File: config.mk
export PLATFORM = sky130hd
export DESIGN_NAME = quad_speed_meter
export DESIGN_NICKNAME = d
export VERILOG_FILES = /design/src/rtl/qsm_pkg.sv /design/src/rtl/quad_speed_meter_filter.sv /design/src/rtl/quad_speed_meter.sv
export SDC_FILE = /design/constraint.sdc
export NUM_CORES = 1
export LEC_CHECK = 0
export ABC_AREA = 1
export BUFFER_PORTS_ARGS = -buffer_cell sky130_fd_sc_hd__buf_2
export CORE_AREA = 2 2 83 85
export CTS_BUF_LIST = sky130_fd_sc_hd__clkbuf_16
export DETAILED_ROUTE_END_ITERATION = 7
export DIE_AREA = 0 0 85 87
export PLACE_DENSITY_LB_ADDON = 0.25
export SETUP_SLACK_MARGIN = 0.4
export SLEW_MARGIN = 20
export SYNTH_ARGS = -nofsm -noshare
export SYNTH_HDL_FRONTEND = slang
export SYNTH_HIERARCHICAL = 1
export SYNTH_SLANG_ARGS = --single-unit
File: constraint.sdc
create_clock -name clk -period 5.64 [get_ports clk]
set_input_delay 0.282 -clock clk [delete_from_list [all_inputs] [get_ports clk]]
set_output_delay 0.282 -clock clk [all_outputs]
set_load 0.005 [all_outputs]
File: src/rtl/qsm_pkg.sv
// qsm_pkg: step encoding, quadrature decode lookup and saturating clip shared by the speed meter
package qsm_pkg;
  localparam logic signed [1:0] STEP_FWD = 2'sd1;
  localparam logic signed [1:0] STEP_REV = -2'sd1;
  localparam logic signed [1:0] STEP_NONE = 2'sd0;
  typedef struct packed {
    logic signed [1:0] step;
    logic illegal;
  } dec_t;
  // Position of {A,B} along the forward cycle 00->10->11->01
  function automatic logic [1:0] phase(input logic [1:0] ab);
    return {ab[0], ab[1] ^ ab[0]};
  endfunction
  function automatic dec_t decode(input logic [1:0] prev_ab, input logic [1:0] cur_ab);
    logic [1:0] d;
    d = phase(cur_ab) - phase(prev_ab);
    return '{step: d == 2'd1 ? STEP_FWD : d == 2'd3 ? STEP_REV : STEP_NONE, illegal: d == 2'd2};
  endfunction
  function automatic int sat_clip(input int v, input int w);
    int hi, lo;
    hi = (1 << (w - 1)) - 1;
    lo = -(1 << (w - 1));
    return v > hi ? hi : v < lo ? lo : v;
  endfunction
endpackage

File: src/rtl/quad_speed_meter_filter.sv
// enc_input_filter: 2-flop synchroniser, FILT_LEN-cycle glitch filter and settled flag for one encoder channel
module enc_input_filter #(
  parameter int FILT_LEN = 3
) (
  input  logic clk,
  input  logic reset,
  input  logic din,
  output logic filt,
  output logic stable
);
  localparam int CW = $clog2(FILT_LEN + 1);
  logic s1, s2, hit_m, hit_q;
  logic [CW-1:0] mcnt, qcnt;
  always_comb begin
    hit_m = s2 != filt && mcnt == CW'(FILT_LEN - 1);
    hit_q = s2 == filt && qcnt == CW'(FILT_LEN - 1);
  end
  // Synchroniser flops are left out of reset so they hold the live input when reset drops
  always_ff @(posedge clk) begin
    s1 <= din;
    s2 <= s1;
    if (reset) begin
      filt <= 1'b0;
      mcnt <= '0;
      qcnt <= '0;
      stable <= 1'b0;
    end else begin
      filt <= hit_m ? s2 : filt;
      mcnt <= s2 != filt && !hit_m ? mcnt + 1'b1 : '0;
      qcnt <= s2 == filt && !hit_q ? qcnt + 1'b1 : '0;
      stable <= stable | hit_m | hit_q;
    end
  end
endmodule

File: src/rtl/quad_speed_meter.sv
// quad_speed_meter: 4x quadrature decode, per-window step count and saturated signed speed sample
module quad_speed_meter
  import qsm_pkg::*;
#(
  parameter int WIN_CYCLES = 50000,
  parameter int FILT_LEN = 3,
  parameter int SPEED_W = 8,
  parameter int ACC_W = 16
) (
  input  logic clk,
  input  logic reset,
  input  logic enc_a,
  input  logic enc_b,
  input  logic enable,
  output logic signed [SPEED_W-1:0] speed,
  output logic speed_valid,
  output logic sat,
  output logic illegal
);
  localparam int WCW = $clog2(WIN_CYCLES);
  logic fa, fb, sa, sb, primed, last;
  logic [1:0] ab, prev_ab;
  logic [WCW-1:0] wcnt;
  logic signed [ACC_W-1:0] acc;
  logic signed [1:0] step;
  dec_t dec;
  int sum, spd;
  enc_input_filter #(.FILT_LEN(FILT_LEN)) u_a (.clk(clk), .reset(reset), .din(enc_a), .filt(fa), .stable(sa));
  enc_input_filter #(.FILT_LEN(FILT_LEN)) u_b (.clk(clk), .reset(reset), .din(enc_b), .filt(fb), .stable(sb));
  always_comb begin
    ab = {fa, fb};
    dec = decode(prev_ab, ab);
    step = primed ? dec.step : STEP_NONE;
    sum = int'(acc) + int'(step);
    spd = sat_clip(sum, SPEED_W);
    last = wcnt == WCW'(WIN_CYCLES - 1);
  end
  // prev_ab tracks every cycle; steps only count once both channels have settled after reset
  always_ff @(posedge clk) begin
    if (reset) begin
      primed <= 1'b0;
      prev_ab <= '0;
      illegal <= 1'b0;
      wcnt <= '0;
      acc <= '0;
      speed <= '0;
      sat <= 1'b0;
      speed_valid <= 1'b0;
    end else begin
      prev_ab <= ab;
      primed <= primed | (sa & sb);
      illegal <= illegal | (primed & dec.illegal);
      speed_valid <= enable & last;
      wcnt <= enable && !last ? wcnt + 1'b1 : '0;
      acc <= enable && !last ? ACC_W'(sat_clip(sum, ACC_W)) : '0;
      if (enable && last) begin
        speed <= SPEED_W'(spd);
        sat <= spd != sum;
      end
    end
  end
endmodule
# Word-level counts from Yosys, hierarchy flattened

Index checks and enable logic that the tools add are counted.

$add $sub $neg: 7
$lt $le $gt $ge: 4
Equality and inequality tests: 13
Mux-type cells: 7
Bitwise gates (word level): 16
Reductions and logical operators: 21

Operators by type and width:

| operator                                                                          | count |
|---|---|
| 32-bit 2-to-1 mux                                                                 | 2 |
| 32-bit by 17-bit inequality test with 1-bit output                                | 1 |
| 16-bit by 2-bit adder with 17-bit output                                          | 1 |
| 17-bit by 16-bit greater-than comparator with 1-bit output, second input constant | 1 |
| 17-bit by 8-bit greater-than comparator with 1-bit output, second input constant  | 1 |
| 17-bit by 16-bit < comparator with 1-bit output, second input constant            | 1 |
| 17-bit by 8-bit < comparator with 1-bit output, second input constant             | 1 |
| 16-bit by 1-bit adder with 16-bit output, second input constant                   | 1 |
| 16-bit == test, second input constant                                             | 1 |
| 16-bit 2-to-1 mux                                                                 | 1 |
| 15-bit 2-to-1 mux                                                                 | 1 |
| 2-bit == test, second input constant                                              | 6 |
| 1-bit logical AND                                                                 | 10 |
| 2-bit OR reduction                                                                | 5 |
| 2-bit by 1-bit adder with 2-bit output, second input constant                     | 4 |
| 2-bit 2-to-1 mux                                                                  | 3 |
| 1-bit OR                                                                          | 6 |
| 1-bit zero test                                                                   | 5 |
| 1-bit NOT                                                                         | 5 |
| 1-bit bitwise AND                                                                 | 3 |
| 3-bit OR reduction                                                                | 1 |
| 1-bit == test                                                                     | 2 |
| 2-bit by 1-bit == test with 1-bit output, second input constant                   | 1 |
| 1-bit inequality test                                                             | 2 |
| other kinds (2)                                                                   | 3 |

Bits in registers: 62
Word-level logic and storage cells: 89

# Longest topological paths before layout

Gate-level depths: netlist of the first run.

Word-level depth: 11
Gate-level depth with buffers: 31
Depth with buffers taken out: 30

# Modules after synthesis

The synthesis of the first run kept the hierarchy.

Modules (own cells, without submodules):

| module           | instances | cells each | area each (µm²) | seq. area each (µm²) |
|---|---|---|---|---|
| quad_speed_meter | 1         | 471        | 3046.7          | 920.9 |
| enc_input_filter | 2         | 35         | 287.8           | 160.2 |

# Least setup slack after synthesis of the first run

OpenSTA, ideal clock, no wires.

Kind: flip-flop to flip-flop
Start: reg u_b.filt
End: reg sat
Data arrival time: 3.776 ns
Setup slack: 1.734 ns
Cell stages (with the launch flop): 23
Buffers on the path: 1
Clock period less this slack: 3.906 ns
Cells stage by stage: dfxtp_1 -> xnor2_1 -> ha_1 -> nor2_4 -> nand3_4 -> inv_2 -> buf_2 -> ha_1 -> and3_1 -> a21oi_2 -> nand2_1 -> nand2_2 -> nand2_4 -> or4_1 -> ha_1 -> inv_1 -> nand2_1 -> a21oi_1 -> nand3_1 -> nand2_1 -> inv_1 -> nand2_1 -> a21oi_1

Word-level cells in the longest chain between the ends: 11
Elaborated cells between the ends (all ways): 13
Classes of those cells: add/sub: 2; order compare: 2; eq/ne: 3; mux: 5; bitwise: 1

RTL lines:

| element                                              | RTL line                      | source |
|---|---|---|
| start, declared                                      | quad_speed_meter_filter.sv:8  | `output logic filt,` |
| start signal, assigned                               | quad_speed_meter_filter.sv:28 | `filt <= hit_m ? s2 : filt;` |
| 1-bit bitwise XOR                                    | qsm_pkg.sv:12                 | `return {ab[0], ab[1] ^ ab[0]};` |
| 2-bit subtractor *                                   | qsm_pkg.sv:16                 | `d = phase(cur_ab) - phase(prev_ab);` |
| 2-bit == test                                        | qsm_pkg.sv:17                 | `return '{step: d == 2'd1 ? STEP_FWD : d == 2'd3 ? STEP_REV : STEP_NONE, illegal: d == 2'd2};` |
| 2-bit 2-to-1 mux                                     | qsm_pkg.sv:17                 |  |
| 2-bit 2-to-1 mux *                                   | qsm_pkg.sv:17                 |  |
| 2-bit 2-to-1 mux *                                   | quad_speed_meter.sv:33        | `step = primed ? dec.step : STEP_NONE;` |
| 16-bit by 2-bit adder with 17-bit output *           | quad_speed_meter.sv:34        | `sum = int'(acc) + int'(step);` |
| 17-bit by 8-bit < comparator with 1-bit output       | qsm_pkg.sv:23                 | `return v > hi ? hi : v < lo ? lo : v;` |
| 32-bit 2-to-1 mux (2 in a row)                       | qsm_pkg.sv:23                 |  |
| 32-bit by 17-bit inequality test with 1-bit output * | quad_speed_meter.sv:58        | `sat <= spd != sum;` |
| end signal, assigned                                 | quad_speed_meter.sv:58        |  |
| end, declared                                        | quad_speed_meter.sv:17        | `output logic sat,` |

Mark *: on every way between the ends. The rest lies on a longest branch, timed or not.
A chain may end at the register's enable or synchronous reset.

# Final worst setup path of the first run

Ends and elaborated chain as after synthesis.

==> metrics.txt, run 1 <==
cell occurring most often along the worst timing path=nand2_1; final number of setup-violating endpoints=0; worst-case vdd ir drop=0.0002277 V; clock group share of total power=0.527; Comb pwr share=0.034; cts hold-fix bufs=0; violation count after the first detailed-routing iteration=360; top cell type's share of synthesized area=0.3427; sequential area share after synthesis=0.3427; Die Outline Area=7395 µm²; effective utilization at floorplan=0.5514; register area=around 1200 µm²; number of core rows=30; switching part of the total=0.2202; buffers from clock root to sink, at most=2; total via count in the routed design=3554; Tmin final=4.506 ns; max frequency=0.2219 GHz; Remaining Overflow, GRT=0; Slew Viols, Final=0; number of warnings issued by yosys=6; CP max-delay cell=or4_1; number of enable-type register cells in the synthesized netlist=0; area taken by multi-input logic gates=between 2000 and 2500 µm²; share of power burned in registers=0.439; largest area contributor in the netlist=dfxtp_1; count of fill cells added during filler insertion=~600; Worst R2R Start=u_b/filt; DIE WIDTH=85 µm; largest incremental delay on the critical path=approximately 0.53 ns; number of buffer and inverter stages on the critical path=3; top area cells in the synthesized netlist=dfxtp_1 (34%), nand2_1 (15%), inv_1 (7.0%); total number of clock tree sinks=62; Crit Path Category=reg -> reg; initial antenna violation count=0; post-route core utilization=0.6147; Design Area, Final=4038 µm²; switching power=0.2259 mW; most common cell in the netlist=nand2_1; origin of the worst min-delay path=enc_a; largest net degree at the start of global routing=19; Synth Cell Area=between 3000 and 4000 µm²; number of synthesized register bits=62; via-per-instance ratio=5.536; global-route wire length before repair=14310 µm; crit path launch=u_b/filt; Cell Pwr Density=roughly 250 nW/µm²; Syn-to-layout area delta=11.47%; DRC violation count after routing=0; gate count of the mapped netlist=approximately 540; CTS tree=yes; number of nets in the final layout=approximately 570; cell internal pwr=0.7998 mW; I/O pin total=16; Overall Global Routing Usage=0.2399; count of buffers added by post-CTS timing repair for setup=0; cell breakdown of the critical path=xnor2_1, ha_1, nor2_4, nand3_4, inv_2, ha_1, a31oi_1, nand2_1, a21oi_2, nand2_1, nand2_2, nand2_4, or4_1, ha_1, inv_1, nand2_1, a21oi_1, nand3_1, nand2_1, inv_1, nand2_1, a21oi_1; number of nets with antenna violations after detailed routing=0; slew margin rel.=0.4744; post-synthesis average cell area=6.695 µm²; Root Buffer Master=clkbuf_16; crit path capture type=register; die height=roughly 87 µm; post-route fraction of the period consumed by the critical path=0.7989; result of the run=finished clean; static power due to leakage=1.854 nW; worst min-delay path class=in -> reg; number of distinct library cell variants in the gate-level netlist after synthesis=35; synthesized netlist net count=556; RSZ-0062 raised after global routing=no; most common flop cell mapped by yosys=dfxtp_1; Largest delay share family, worst path=simple AND/OR/NAND/NOR gates; clock transition at the register clock pins on the worst setup and hold paths after CTS=about 0.060 ns; most frequent cells after synthesis=nand2_1 (143), inv_1 (68), dfxtp_1 (62), nor2_1 (58), a21oi_1 (36); later-pin clock latency in the skew report=0.32 ns; Core Footprint=6569 µm²; worst clock skew=0.006480 ns; vias in the first global route=3164; number of gates given a new drive strength after cts=0; fraction of layout cells with a size suffix above 1=0.1281; sort of element at the start of the critical path=register; largest fanout on the critical path=18; DR pass1 iterations=5; count of final hold-check violations=0; maximum level of the CTS H-tree=3; number of buffers inserted by port buffering=15; WP data required=5.85 ns; worst hold margin=0.05704 ns; Cell Area, Placed=between 3000 and 4000 µm²; dpl hpwl=6349 µm; wire per inst=13.18 µm; arrival time at the worst endpoint=4.71 ns; transition at the pin with the smallest max-transition slack=0.7782 ns; wire length reported by the detailed router=8460 µm; Num CTS Buffers=9; Final GP Congestion=0.9882; summed negative setup slack over all endpoints=0 ns; proportion of register bits with asynchronous set or reset after synthesis=0; MaxCap Viol Count=0; diode insertion count for antenna repair=0
-- through the flow --
stage               setup WS (ns)  instances  power, mW
floorplan                   1.734        541     0.4875
global placement            1.313        626     0.4930
detailed placement          1.147        626     0.4944
finish                      1.134        642      1.026
CTS                         1.125        642      1.034
global route               0.7205        642      1.057
-- path summary, 6_finish.rpt --
check | endpoint | slack (ns) | cells after the start
worst max-delay path | sat | 1.13 | 22
worst min register to register | u_a/s2 | 0.33 | 0
worst max register to register | sat | 1.13 | 22
worst min-delay path | u_a/s1 | 0.06 | 1
-- cell type report --
type,count,area share
inverter,75,0.06972
multi-input combinational,394,0.5054
clock inverter,7,0.01828
timing repair buffer,15,0.01859
clock buffer,9,0.05578
tap,80,0.02479
sequential,62,0.3074
-- worst register-to-register path: cells and delay by family (launching register included) --
family / cells / cell delay (ns)
AOI/OAI and AO/OA: 4 / 0.53
xor gates and xnor gates: 1 / 0.10
adders and majority gates: 3 / 1.02
buffers and inverters: 3 / 0.49
DFF: 1 / 0.46
and+or+nand+nor: 11 / 1.78
-- layer usage --
| metal | part of all wire | routed length [µm] | global-route usage | up-vias |
|---|---|---|---|---|
| li1 | - | - | - | 1808 |
| met3 | 0.062 | 525 | 0.04834 | 10 |
| met5 | 0 | 0 | 0 | - |
| met4 | 0.013 | 108 | 0.07648 | 0 |
| met1 | 0.47 | 3953 | 0.3298 | 1612 |
| met2 | 0.46 | 3874 | 0.3793 | 124 |
-- state kept, by name (all words and copies together) (netlist names), 2 cells and up --
register  flops
u_b/qcnt      2
u_a/qcnt      2
acc          16
u_b/mcnt      2
u_a/mcnt      2
wcnt         16
prev_ab       2
speed         8
-- power groups by stage --
stage	logic [mW]	clock network, mW	registers, mW
after floorplan	0.0288	0	0.459
after global placement	0.0337	0	0.459
after detailed placement	0.0347	0	0.460
after CTS	0.0347	0.549	0.450
after global routing	0.0404	0.565	0.451
final	0.0347	0.541	0.450
-- placed cells by master (no fill, tap or decap), types with 7 or more instances in the layout --
cell / count
nand4_1: 23
nor2_1: 58
nand3_1: 33
nand2_1: 143
buf_2: 15
inv_2: 7
inv_1: 68
a31oi_1: 10
nand2_2: 15
a21oi_1: 36
ha_1: 10
dfxtp_1: 62
clkbuf_16: 9
o21ai_0: 16
o41ai_1: 10
-- logic make-up after synthesis --
kind of cell	count (synthesis)	synth area share
buffers and inverters	85	0.09395
AOI/OAI and AO/OA	80	0.1313
xor gates and xnor gates	7	0.01900
adders and majority gates	10	0.03454
DFF	62	0.3427
and+or+nand+nor	297	0.3786
No activity file was read; power rests on OpenSTA's default activity.
==> run 2: changes to the inputs <==
clock period = 4.5 ns   (was 5.64 ns; I/O delays follow)
==> run 2 against run 1 <==
Effect of this change: combinational power grew 45%; routed wire length rose by 12%; utilization is 3.0 points higher; clock power is 42% higher; critical path type unchanged; critical endpoint unchanged.
==> metrics.txt, run 2 (synthesized netlist as in run 1, its figures left out) <==
crit path capture type=register; buffers from clock root to sink, at most=2 (unchanged); WP data required=4.72 ns (-1.13 ns); worst hold margin=0.1778 ns (+0.1207 ns); total via count in the routed design=3673 (+3.3%); placement-stage worst setup slack=0.1477 ns (-0.9989 ns); number of buffers inserted by port buffering=15 (unchanged); via-per-instance ratio=5.557 (+0.38%); final standard cell count with taps included and fillers excluded=661 (+3.0%); number of core rows=30 (unchanged); Crit Path Category=reg -> reg; number of nets with antenna violations after detailed routing=0 (unchanged); post-route core utilization=0.6451 (+0.03048); largest net degree at the start of global routing=18 (-1); Overall Global Routing Usage=0.2553 (+0.01534); Root Buffer Master=clkbuf_16; commonest cells after routing, fill and taps aside=nand2_1 (143), inv_1 (67), dfxtp_1 (61), nor2_1 (58), a21oi_1 (36); Syn-to-layout area delta=16.99%; Remaining Overflow, GRT=0 (unchanged); arrival time at the worst endpoint=4.10 ns (-0.61 ns); Core Footprint=6569 µm² (unchanged); I/O pin total=16 (unchanged); MaxCap Viol Count=0 (unchanged); die height=87 µm (unchanged); summed negative setup slack over all endpoints=0 ns (unchanged); post-route fraction of the period consumed by the critical path=0.8632 (+0.06424); initial antenna violation count=0 (unchanged); dpl hpwl=6867 µm (+8.2%); clock transition at the register clock pins on the worst setup and hold paths after CTS=0.06 ns (about the same); CP max-delay cell=or4_4; Slew Viols, Final=0 (unchanged); worst-case vdd ir drop=0.0002987 V (+31%); Tmin final=3.884 ns (-0.6217 ns); cell occurring most often along the worst timing path=nand2_1; number of nets in the final layout=591 (+3.3%); effective utilization at floorplan=0.5514 (unchanged); Die Outline Area=7395 µm² (unchanged); RSZ-0062 raised after global routing=no; total power after layout=1.383 mW (+35%); Cell Area, Placed=3754 µm² (+0.40%); static power due to leakage=1.959 nW (+5.7%); worst min-delay path class=in -> reg; crit path launch=u_b/filt; final number of setup-violating endpoints=0 (unchanged); transition at the pin with the smallest max-transition slack=0.8092 ns (+0.03102 ns); worst clock skew=0.006544 ns (+0.00006401 ns); result of the run=finished clean; register area=1245 µm² (+0.30%); max frequency=0.2575 GHz (+16%); DRC violation count after routing=0 (unchanged); Cell Pwr Density=326.4 nW/µm² (+28%); Final GP Congestion=0.9842 (-0.40%); largest fanout on the critical path=7 (-11); Regs by FF count=acc x16, wcnt x16, speed x8; area taken by multi-input logic gates=2057 µm² (+0.80%); slew margin rel.=0.4535 (-0.02095); fraction of layout cells with a size suffix above 1=0.1601 (+0.03195); wire per inst=14.39 µm (+9.2%); diode insertion count for antenna repair=0 (unchanged); sort of element at the start of the critical path=register; Design Area, Final=4238 µm² (+5.0%); most frequent standard cell in the layout excluding fill and tap cells=nand2_1; maximum level of the CTS H-tree=3 (unchanged); wire length reported by the detailed router=9509 µm (+12%); Largest delay share family, worst path=simple AND/OR/NAND/NOR gates; origin of the worst min-delay path=enable; global-route wire length before repair=15050 µm (+5.2%); DR pass1 iterations=6 (+1); DIE WIDTH=85 µm (unchanged); CTS tree=yes; vias in the first global route=3229 (+2.1%); violation count after the first detailed-routing iteration=218 (-39%); count of fill cells added during filler insertion=606 (+1.8%); later-pin clock latency in the skew report=0.33 ns (about the same); Num CTS Buffers=9 (unchanged); count of final hold-check violations=0 (unchanged); setup slack after layout=0.6158 ns (-0.5183 ns); number of buffer and inverter stages on the critical path=4 (+1); total number of clock tree sinks=62 (unchanged); largest incremental delay on the critical path=0.43 ns (-0.10 ns); Cell Count Post-Placement=628 (+0.32%); Worst R2R Start=u_b/filt
-- run 2: layer usage --
layer,up-vias,wire (µm),global-route usage
li1,1848,-,-
met1,1677,4416,0.3371
met2,130,4294,0.3991
met3,18,597,0.05877
met4,0,201,0.1140
met5,-,0,0
-- run 2: tightest hold or removal path, cell delays in order --
cell,delay (ns)
buf_2,0.10
inv_1,0.08
nor3_1,0.06
-- run 2: final timing paths --
kind | to | cells after the start | slack, ns
setup reg to reg | sat | 27 | 0.62
hold / removal | speed_valid | 3 | 0.18
hold reg to reg | u_b/s2 | 0 | 0.34
setup / recovery | sat | 27 | 0.62
-- run 2: what timing repair did --
action	CTS	global route
endpoints found under the setup margin	7	8
pin swaps	2	3
hold endpoints to repair	2	0
resized for setup	3	3
setup buffers	5	10
hold buffers	2	0
-- run 2: final cells by class --
class,count,share of cell area
Clock inverter,7,0.02451
Sequential cell,62,0.2938
Tap cell,80,0.02362
Multi-Input combinational cell,394,0.4854
Timing Repair Buffer,34,0.05255
Clock buffer,9,0.05314
Inverter,75,0.06702
-- run 2: report_power, final --
| part | total (mW) | internal, mW | switching, mW |
|---|---|---|---|
| Combinational | 0.0504 | 0.0183 | 0.0321 |
| Sequential | 0.564 | 0.558 | 0.00567 |
| Clock | 0.769 | 0.492 | 0.276 |
| Total | 1.38 | 1.07 | 0.314 |
